File: config.mk
export PLATFORM = sky130hd
export DESIGN_NAME = uart_tx_sched_flat
export DESIGN_NICKNAME = d
export VERILOG_FILES = /design/src/rtl/uart_tx_sched_pkg.sv /design/src/rtl/uart_tx_sched_if.sv /design/src/rtl/uart_tx_sched_rr_arbiter.sv /design/src/rtl/uart_tx_sched.sv /design/src/flat_wrapper.sv
export SDC_FILE = /design/constraint.sdc
export NUM_CORES = 1
export LEC_CHECK = 0
export BUFFER_PORTS_ARGS = -buffer_cell sky130_fd_sc_hd__buf_2
export CAP_MARGIN = 0
export CORE_UTILIZATION = 30
export CTS_CLUSTER_DIAMETER = 60
export DETAILED_ROUTE_END_ITERATION = 12
export GPL_ROUTABILITY_DRIVEN = 0
export GPL_TIMING_DRIVEN = 0
export PLACE_DENSITY_LB_ADDON = 0.12
export RECOVER_POWER = 50
export SETUP_SLACK_MARGIN = 0.2
export SLEW_MARGIN = 20
export SYNTH_ARGS = -nofsm -noshare
export SYNTH_HDL_FRONTEND = slang
export SYNTH_SLANG_ARGS = --single-unit
export TNS_END_PERCENT = 1
File: constraint.sdc
create_clock -name clk -period 4.8 [get_ports clk]
set_input_delay 0.24 -clock clk [delete_from_list [all_inputs] [get_ports clk]]
set_output_delay 0.24 -clock clk [all_outputs]
set_load 0.005 [all_outputs]
File: src/rtl/uart_tx_sched_pkg.sv
// Shared definitions for the uart_tx scheduler slice: FSM encodings, UART state
// encodings used by uart_tx, and a constant ceil-log2 helper.
package uart_tx_sched_pkg;

    typedef enum logic [1:0] {
        StIdle   = 2'd0,
        StLaunch = 2'd1,
        StWait   = 2'd2
    } sched_state_e;

    typedef enum logic [1:0] {
        UartIdle  = 2'd0,
        UartStart = 2'd1,
        UartData  = 2'd2,
        UartStop  = 2'd3
    } uart_state_e;

    // Minimum result of 1 so a width derived from it is never zero.
    function automatic int unsigned clog2(input int unsigned value);
        int unsigned result;
        int unsigned v;
        result = 0;
        v = (value > 0) ? value - 1 : 0;
        while (v > 0) begin
            v = v >> 1;
            result = result + 1;
        end
        if (result == 0) begin
            result = 1;
        end
        return result;
    endfunction

endpackage

File: src/rtl/uart_tx_sched_if.sv
// Requester/transmitter bundle for uart_tx_sched. The master modport is the
// scheduler side; slave is the requesters plus the uart_tx done pulse.
interface uart_tx_sched_if #(
    parameter int unsigned NUM_REQ = 4,
    parameter int unsigned DATA_W  = 8
);
    import uart_tx_sched_pkg::*;

    localparam int unsigned IdxW = clog2(NUM_REQ);

    logic [NUM_REQ-1:0]        req;
    logic [NUM_REQ*DATA_W-1:0] req_data;
    logic [NUM_REQ-1:0]        grant;
    logic [DATA_W-1:0]         tx_data;
    logic                      tx_start;
    logic                      tx_done;
    logic                      busy;
    logic [IdxW-1:0]           owner;
    logic                      timeout;

    modport master (
        input  req, req_data, tx_done,
        output grant, tx_data, tx_start, busy, owner, timeout
    );

    modport slave (
        output req, req_data, tx_done,
        input  grant, tx_data, tx_start, busy, owner, timeout
    );

endinterface

File: src/rtl/uart_tx_sched_rr_arbiter.sv
// Combinational round-robin pick: first set req scanning upward from rr_ptr,
// wrapping modulo NUM_REQ.
module uart_tx_sched_rr_arbiter
    import uart_tx_sched_pkg::*;
#(
    parameter int unsigned NUM_REQ = 4,
    localparam int unsigned IdxW   = clog2(NUM_REQ)
) (
    input  logic [NUM_REQ-1:0] req,
    input  logic [IdxW-1:0]    rr_ptr,
    output logic [NUM_REQ-1:0] winner,
    output logic [IdxW-1:0]    winner_idx,
    output logic               any
);

    logic [IdxW-1:0] idx;

    always_comb begin
        winner     = '0;
        winner_idx = '0;
        any        = 1'b0;
        idx        = '0;
        for (int unsigned i = 0; i < NUM_REQ; i++) begin
            idx = IdxW'((32'(rr_ptr) + i) % NUM_REQ);
            if (!any && req[idx]) begin
                winner[idx] = 1'b1;
                winner_idx  = idx;
                any         = 1'b1;
            end
        end
    end

endmodule

File: src/rtl/uart_tx_sched.sv
// Round-robin scheduler sharing one uart_tx among NUM_REQ byte requesters:
// grant and latch a byte, pulse tx_start, then wait for tx_done or the watchdog.
module uart_tx_sched
    import uart_tx_sched_pkg::*;
#(
    parameter int unsigned NUM_REQ = 4,
    parameter int unsigned DATA_W  = 8,
    parameter int unsigned TIMEOUT = 4096
) (
    input logic             clk,
    input logic             rst,
    uart_tx_sched_if.master bus
);

    localparam int unsigned IdxW  = clog2(NUM_REQ);
    localparam int unsigned WdogW = clog2(TIMEOUT) + 1;
    localparam logic [WdogW-1:0] WdogLast = WdogW'(TIMEOUT - 1);
    localparam logic [IdxW-1:0]  LastIdx  = IdxW'(NUM_REQ - 1);

    sched_state_e       state_q, state_d;
    logic [NUM_REQ-1:0] grant_q, grant_d;
    logic [DATA_W-1:0]  tx_data_q, tx_data_d;
    logic               tx_start_q, tx_start_d;
    logic               busy_q, busy_d;
    logic [IdxW-1:0]    owner_q, owner_d;
    logic               timeout_q, timeout_d;
    logic [IdxW-1:0]    rr_ptr_q, rr_ptr_d;
    logic [WdogW-1:0]   wdog_q, wdog_d;

    logic [NUM_REQ-1:0] win_onehot;
    logic [IdxW-1:0]    win_idx;
    logic               win_any;
    logic [DATA_W-1:0]  win_data;
    logic [IdxW-1:0]    next_ptr;

    uart_tx_sched_rr_arbiter #(
        .NUM_REQ (NUM_REQ)
    ) u_arb (
        .req        (bus.req),
        .rr_ptr     (rr_ptr_q),
        .winner     (win_onehot),
        .winner_idx (win_idx),
        .any        (win_any)
    );

    // AND-OR mux keyed by the one-hot winner.
    always_comb begin
        win_data = '0;
        for (int unsigned i = 0; i < NUM_REQ; i++) begin
            if (win_onehot[i]) begin
                win_data = win_data | bus.req_data[i*DATA_W +: DATA_W];
            end
        end
    end

    assign next_ptr = (owner_q == LastIdx) ? '0 : owner_q + 1'b1;

    always_comb begin
        state_d    = state_q;
        grant_d    = '0;
        tx_data_d  = tx_data_q;
        tx_start_d = 1'b0;
        busy_d     = busy_q;
        owner_d    = owner_q;
        timeout_d  = 1'b0;
        rr_ptr_d   = rr_ptr_q;
        wdog_d     = wdog_q;
        unique case (state_q)
            StIdle: begin
                if (win_any) begin
                    grant_d   = win_onehot;
                    tx_data_d = win_data;
                    owner_d   = win_idx;
                    busy_d    = 1'b1;
                    state_d   = StLaunch;
                end
            end
            StLaunch: begin
                tx_start_d = 1'b1;
                wdog_d     = '0;
                state_d    = StWait;
            end
            StWait: begin
                wdog_d = wdog_q + 1'b1;
                // tx_done takes priority over a coincident watchdog expiry.
                if (bus.tx_done) begin
                    rr_ptr_d = next_ptr;
                    busy_d   = 1'b0;
                    state_d  = StIdle;
                end else if (wdog_q == WdogLast) begin
                    timeout_d = 1'b1;
                    rr_ptr_d  = next_ptr;
                    busy_d    = 1'b0;
                    state_d   = StIdle;
                end
            end
            default: begin
                state_d = StIdle;
                busy_d  = 1'b0;
            end
        endcase
    end

    always_ff @(posedge clk or posedge rst) begin
        if (rst) begin
            state_q    <= StIdle;
            grant_q    <= '0;
            tx_data_q  <= '0;
            tx_start_q <= 1'b0;
            busy_q     <= 1'b0;
            owner_q    <= '0;
            timeout_q  <= 1'b0;
            rr_ptr_q   <= '0;
            wdog_q     <= '0;
        end else begin
            state_q    <= state_d;
            grant_q    <= grant_d;
            tx_data_q  <= tx_data_d;
            tx_start_q <= tx_start_d;
            busy_q     <= busy_d;
            owner_q    <= owner_d;
            timeout_q  <= timeout_d;
            rr_ptr_q   <= rr_ptr_d;
            wdog_q     <= wdog_d;
        end
    end

    assign bus.grant    = grant_q;
    assign bus.tx_data  = tx_data_q;
    assign bus.tx_start = tx_start_q;
    assign bus.busy     = busy_q;
    assign bus.owner    = owner_q;
    assign bus.timeout  = timeout_q;

endmodule

File: src/flat_wrapper.sv
// flat-port wrapper written by rule: the top's interface ports become plain ports
module uart_tx_sched_flat import uart_tx_sched_pkg::*;
#(
    parameter int unsigned NUM_REQ = 4,
    parameter int unsigned DATA_W  = 8,
    parameter int unsigned TIMEOUT = 4096
)
  (clk, rst, bus_req, bus_req_data, bus_tx_done, bus_grant, bus_tx_data, bus_tx_start, bus_busy, bus_owner, bus_timeout);
  uart_tx_sched_if #(.NUM_REQ(NUM_REQ), .DATA_W(DATA_W)) bus_i ();
  input logic clk;
  input logic rst;
  input wire logic [$bits(bus_i.req)-1:0] bus_req;
  input wire logic [$bits(bus_i.req_data)-1:0] bus_req_data;
  input wire logic [$bits(bus_i.tx_done)-1:0] bus_tx_done;
  output wire logic [$bits(bus_i.grant)-1:0] bus_grant;
  output wire logic [$bits(bus_i.tx_data)-1:0] bus_tx_data;
  output wire logic [$bits(bus_i.tx_start)-1:0] bus_tx_start;
  output wire logic [$bits(bus_i.busy)-1:0] bus_busy;
  output wire logic [$bits(bus_i.owner)-1:0] bus_owner;
  output wire logic [$bits(bus_i.timeout)-1:0] bus_timeout;
  assign bus_i.req = bus_req;
  assign bus_i.req_data = bus_req_data;
  assign bus_i.tx_done = bus_tx_done;
  assign bus_grant = bus_i.grant;
  assign bus_tx_data = bus_i.tx_data;
  assign bus_tx_start = bus_i.tx_start;
  assign bus_busy = bus_i.busy;
  assign bus_owner = bus_i.owner;
  assign bus_timeout = bus_i.timeout;
  uart_tx_sched #(.NUM_REQ(NUM_REQ), .DATA_W(DATA_W), .TIMEOUT(TIMEOUT)) u_core (.clk(clk), .rst(rst), .bus(bus_i));
endmodule
==> impl_metrics.prom <==
# TYPE chip_impl_metric gauge
chip_impl_info{name="run_status",value="finished, final reports clean"} 1
chip_impl_metric{name="netlist_instances",unit=""} 273
chip_impl_metric{name="netSwitchingFraction",unit=""} 0.469
chip_impl_info{name="crit_path_cell_trace",value="buf_2, inv_1, ha_1, buf_6, mux4_2, o311a_1, nor2_2, a221oi_1, a21oi_1"} 1
chip_impl_metric{name="start_util",unit=""} 0.309
chip_impl_metric{name="clock_network_fraction_of_total_power",unit=""} 0.125
chip_impl_metric{name="die_w",unit="um"} 91.0
chip_impl_metric{name="clk_latency",unit="ns"} 0.28
chip_impl_metric{name="num_io_pins",unit=""} 56
chip_impl_metric{name="design.die.area",unit="um^2"} 8280
chip_impl_metric{name="avgRoutedWirePerCell",unit="um"} 15.4
chip_impl_metric{name="finalClockSkew",unit="ns"} 0.00537
chip_impl_metric{name="report.final.hold_viol_count",unit=""} 0
chip_impl_metric{name="flow.area_growth_from_synthesis",unit="%"} 20.7
chip_impl_info{name="timing.setup.critical_path_class",value="flop to flop"} 1
chip_impl_metric{name="drt.antenna.violating_nets",unit=""} 0
chip_impl_metric{name="final_min_period_over_clock_period",unit=""} 0.658
chip_impl_metric{name="netlist-cell-type-count",unit=""} 47
chip_impl_metric{name="die_h",unit="um"} 91.0
chip_impl_metric{name="clkSinkCount",unit=""} 34
chip_impl_metric{name="drt-pass1-iter-count",unit=""} 6
chip_impl_metric{name="internal_power",unit="uW"} 923
chip_impl_metric{name="timing.final.setup_violations",unit=""} 0
chip_impl_metric{name="row_count",unit=""} 32
chip_impl_metric{name="cts_repair_resize_count",unit=""} 0
chip_impl_metric{name="antenna_found_initial",unit=""} 0
chip_impl_metric{name="clk_path_buf_depth",unit=""} 2
chip_impl_metric{name="vias",unit=""} 2317
chip_impl_metric{name="sequential_power_share",unit=""} 0.246
chip_impl_info{name="synth_top_area_cell",value="dfrtp_1"} 1
chip_impl_metric{name="postCtsSetupRepairBufs",unit=""} 0
chip_impl_info{name="synth.area.top_cells",value="dfrtp_1 (36%), ha_1 (6.3%), nand2_1 (5.2%)"} 1
chip_impl_info{name="cts_tree",value="built"} 1
chip_impl_metric{name="worst_pin_slew",unit="ns"} 1.39
chip_impl_info{name="cp_slowest_cell",value="mux4_2"} 1
chip_impl_info{name="synth_flop_cell",value="dfrtp_1"} 1
chip_impl_metric{name="holdBufCountCts",unit=""} 1
chip_impl_info{name="clk_root_buf",value="clkbuf_8"} 1
chip_impl_metric{name="tns",unit="ns"} 0
chip_impl_metric{name="edff_count_synth",unit=""} 0
chip_impl_metric{name="grt_start_max_net_pins",unit=""} 25
chip_impl_metric{name="synth-warning-count",unit=""} 0
chip_impl_metric{name="drtIter0Drc",unit=""} 114
chip_impl_metric{name="synthesized_netlist_net_count",unit=""} 324
chip_impl_metric{name="yosysTopAreaCellShare",unit=""} 0.358
chip_impl_metric{name="data_arrival_at_the_endpoint_of_the_critical_path",unit="ns"} 3.36
chip_impl_metric{name="drcViolationCount",unit=""} 0
chip_impl_metric{name="synth_seq_area_share",unit=""} 0.358
chip_impl_info{name="crit_path_end_kind",value="flop"} 1
chip_impl_metric{name="numCtsBuffers",unit=""} 5
chip_impl_metric{name="p_leak",unit="uW"} 0.00128
chip_impl_metric{name="max_clock_freq",unit="MHz"} 317
chip_impl_metric{name="slew_violations",unit=""} 0
chip_impl_metric{name="all_layer_gr_usage",unit=""} 0.167
chip_impl_metric{name="clk_pin_slew",unit="ns"} 0.07
chip_impl_metric{name="worst_slack",unit="ns"} 1.64
chip_impl_metric{name="vdd_ir_drop_max",unit="V"} 0.000208
chip_impl_metric{name="critical_path.max_fanout",unit=""} 10
chip_impl_metric{name="postSynthRegisterBits",unit=""} 34
chip_impl_metric{name="count_of_port_buffers_added_during_placement",unit=""} 53
chip_impl_metric{name="hpwl_reported_at_the_end_of_detailed_placement",unit="um"} 4840
chip_impl_metric{name="num_antenna_cells",unit=""} 0
chip_impl_metric{name="placeableCoreArea",unit="um^2"} 7690
chip_impl_metric{name="nets",unit=""} 386
chip_impl_metric{name="syn_area_per_cell",unit="um^2"} 8.70
chip_impl_info{name="worstHoldPathType",value="input pin to flop"} 1
chip_impl_metric{name="synth.cell_area",unit="um^2"} 2380
chip_impl_metric{name="net-switching-power",unit="uW"} 817
chip_impl_metric{name="ys_async_sr_fraction",unit=""} 1.00
chip_impl_metric{name="grt_first_pass_wirelength",unit="um"} 11100
chip_impl_metric{name="via_per_inst",unit=""} 5.29
chip_impl_metric{name="min_period",unit="ns"} 3.16
chip_impl_metric{name="worst_slack_at_placement",unit="ns"} 1.63
chip_impl_metric{name="layout-drive-gt1-share",unit=""} 0.214
chip_impl_metric{name="power.combinational.fraction",unit=""} 0.628
chip_impl_metric{name="ctsHtreeMaxLevel",unit=""} 2
chip_impl_metric{name="slew-limit-headroom",unit=""} 0.0734
chip_impl_metric{name="max-cap-violations",unit=""} 0
chip_impl_metric{name="critical_path_required",unit="ns"} 5.00
chip_impl_metric{name="power-per-cell-area",unit="nW/um^2"} 607
chip_impl_metric{name="crit_path_max_incr_delay",unit="ns"} 0.58
chip_impl_info{name="rsz_0062_raised_after_global_routing",value="false"} 1
chip_impl_metric{name="wirelength",unit="um"} 6750
chip_impl_info{name="timing.critical_path.from_type",value="flop"} 1
chip_impl_metric{name="first_global_vias",unit=""} 2218
chip_impl_metric{name="grt.overflow.total",unit=""} 0
[cell usage after synthesis, types with 2 or more instances]
cell      number
buf_6          2
a211oi_1       3
xnor2_1        2
mux2i_1        2
mux2_2         3
nand2_1       33
o21ai_0       11
a211o_1        2
and4_1         2
nand4_1        2
nand3_1        7
o22ai_1        5
nor2_1        28
a22oi_1       16
ha_1          12
a21oi_1       20
dfrtp_1       34
inv_1         16
nand2b_1       2
buf_2          4
nor2b_1        6
o31ai_1        3
o311a_1        2
nor3_1         2
nor4_1         2
and3_1         4
o31ai_4        2
clkbuf_1      10
xor2_1         2
a221oi_1       9
a222oi_1       8
nor3b_1        2
[flip-flops by register name, indices dropped and copies added (netlist names)]
| signal | flops |
|---|---|
| u_core.rr_ptr_q | 2 |
| u_core.wdog_q | 13 |
| u_core.state_q | 2 |
| u_core.bus.timeout | 1 |
| u_core.bus.grant | 4 |
| u_core.bus.tx_data | 8 |
| u_core.bus.tx_start | 1 |
| u_core.bus.busy | 1 |
| u_core.bus.owner | 2 |
[critical path: cells and delay by family, from the launching register on]
family,cells,cell delay (ns)
compound gates,3,0.72
mux,1,0.58
fa+ha+maj,1,0.33
buf+inv,3,0.56
flops,1,0.50
simple gates,1,0.39
[metrics by stage]
stage | util | power, uW | hold slack (ns) | cells | area [um^2]
3_5_place_dp | 0.363 | 1550 | 0.195 | 429 | 2790
6_report | 0.373 | 1740 | 0.274 | 438 | 2870
5_1_grt | 0.373 | 1910 | 0.269 | 438 | 2870
3_3_place_gp | 0.360 | 1530 | 0.489 | 428 | 2770
4_1_cts | 0.376 | 1770 | 0.265 | 438 | 2890
2_1_floorplan | - | 1220 | 0.382 | 273 | 2380
[kinds of logic after synthesis]
logic type      after synthesis  share of synthesized area
flops                        34                      0.358
xor+xnor                      4                     0.0147
fa+ha+maj                    12                     0.0632
simple gates                 95                      0.186
compound gates               89                      0.277
mux                           7                     0.0416
buf+inv                      32                     0.0590
[power by group through the flow]
stage	combinational, uW	clock, uW	sequential, uW
6_report	1090	218	428
5_1_grt	1230	239	440
4_1_cts	1120	229	429
3_5_place_dp	1110	0	435
3_3_place_gp	1100	0	436
2_1_floorplan	789	0	432
[layout by cell type (no fill, tap or decap), types with 2 or more instances in the layout]
master	n
o22ai_1	5
nand3_1	7
buf_6	2
a222oi_1	8
o21ai_0	11
inv_1	16
a221oi_1	9
xor2_1	2
nor2b_1	6
buf_2	52
dfrtp_1	34
o31ai_4	2
a211o_1	2
xnor2_1	2
nor3_1	2
a211oi_1	3
clkbuf_8	6
mux2i_1	2
and4_1	2
nand4_1	2
nor3b_1	2
mux2_2	3
and3_1	4
ha_1	12
nand2b_1	2
clkbuf_1	17
a21oi_1	20
nand2_1	33
nor2_1	28
nor4_1	2
o31ai_1	3
a22oi_1	16
o311a_1	2
[final cells by class]
class	instances	area [um^2]
plain buffers	16	80.1
clock buffers	7	86.3
clock inverters	1	5.00
fillers	843	4820
inverters	16	60.1
multi-input cells	207	1390
flip-flops and latches	34	851
well taps	102	128
repair buffers	55	273
[routing by layer]
metal	share of wire	track usage	up-vias	routed length, um
li1	-	-	1138	-
met1	0.47	0.224	1101	3170
met2	0.47	0.275	76	3150
met3	0.060	0.0327	2	402
met4	0.0056	0.0463	0	38
met5	0	0	-	0
[path summary, 6_finish.rpt]
kind                                    start  slack [ns]  cells after the start               endpoint
setup / recovery           u_core.rr_ptr_q[0]        1.64                      9  u_core.bus.tx_data[1]
setup reg to reg           u_core.rr_ptr_q[0]        1.64                      9  u_core.bus.tx_data[1]
max in group asynchronous                 rst        2.69                      4      u_core.wdog_q[10]
min in group asynchronous                 rst        0.48                      3    u_core.bus.grant[3]
hold / removal                    bus_tx_done        0.27                      3     u_core.bus.timeout
hold reg to reg               u_core.bus.busy        0.50                      1        u_core.bus.busy
No activity file was read; power rests on OpenSTA's default activity.
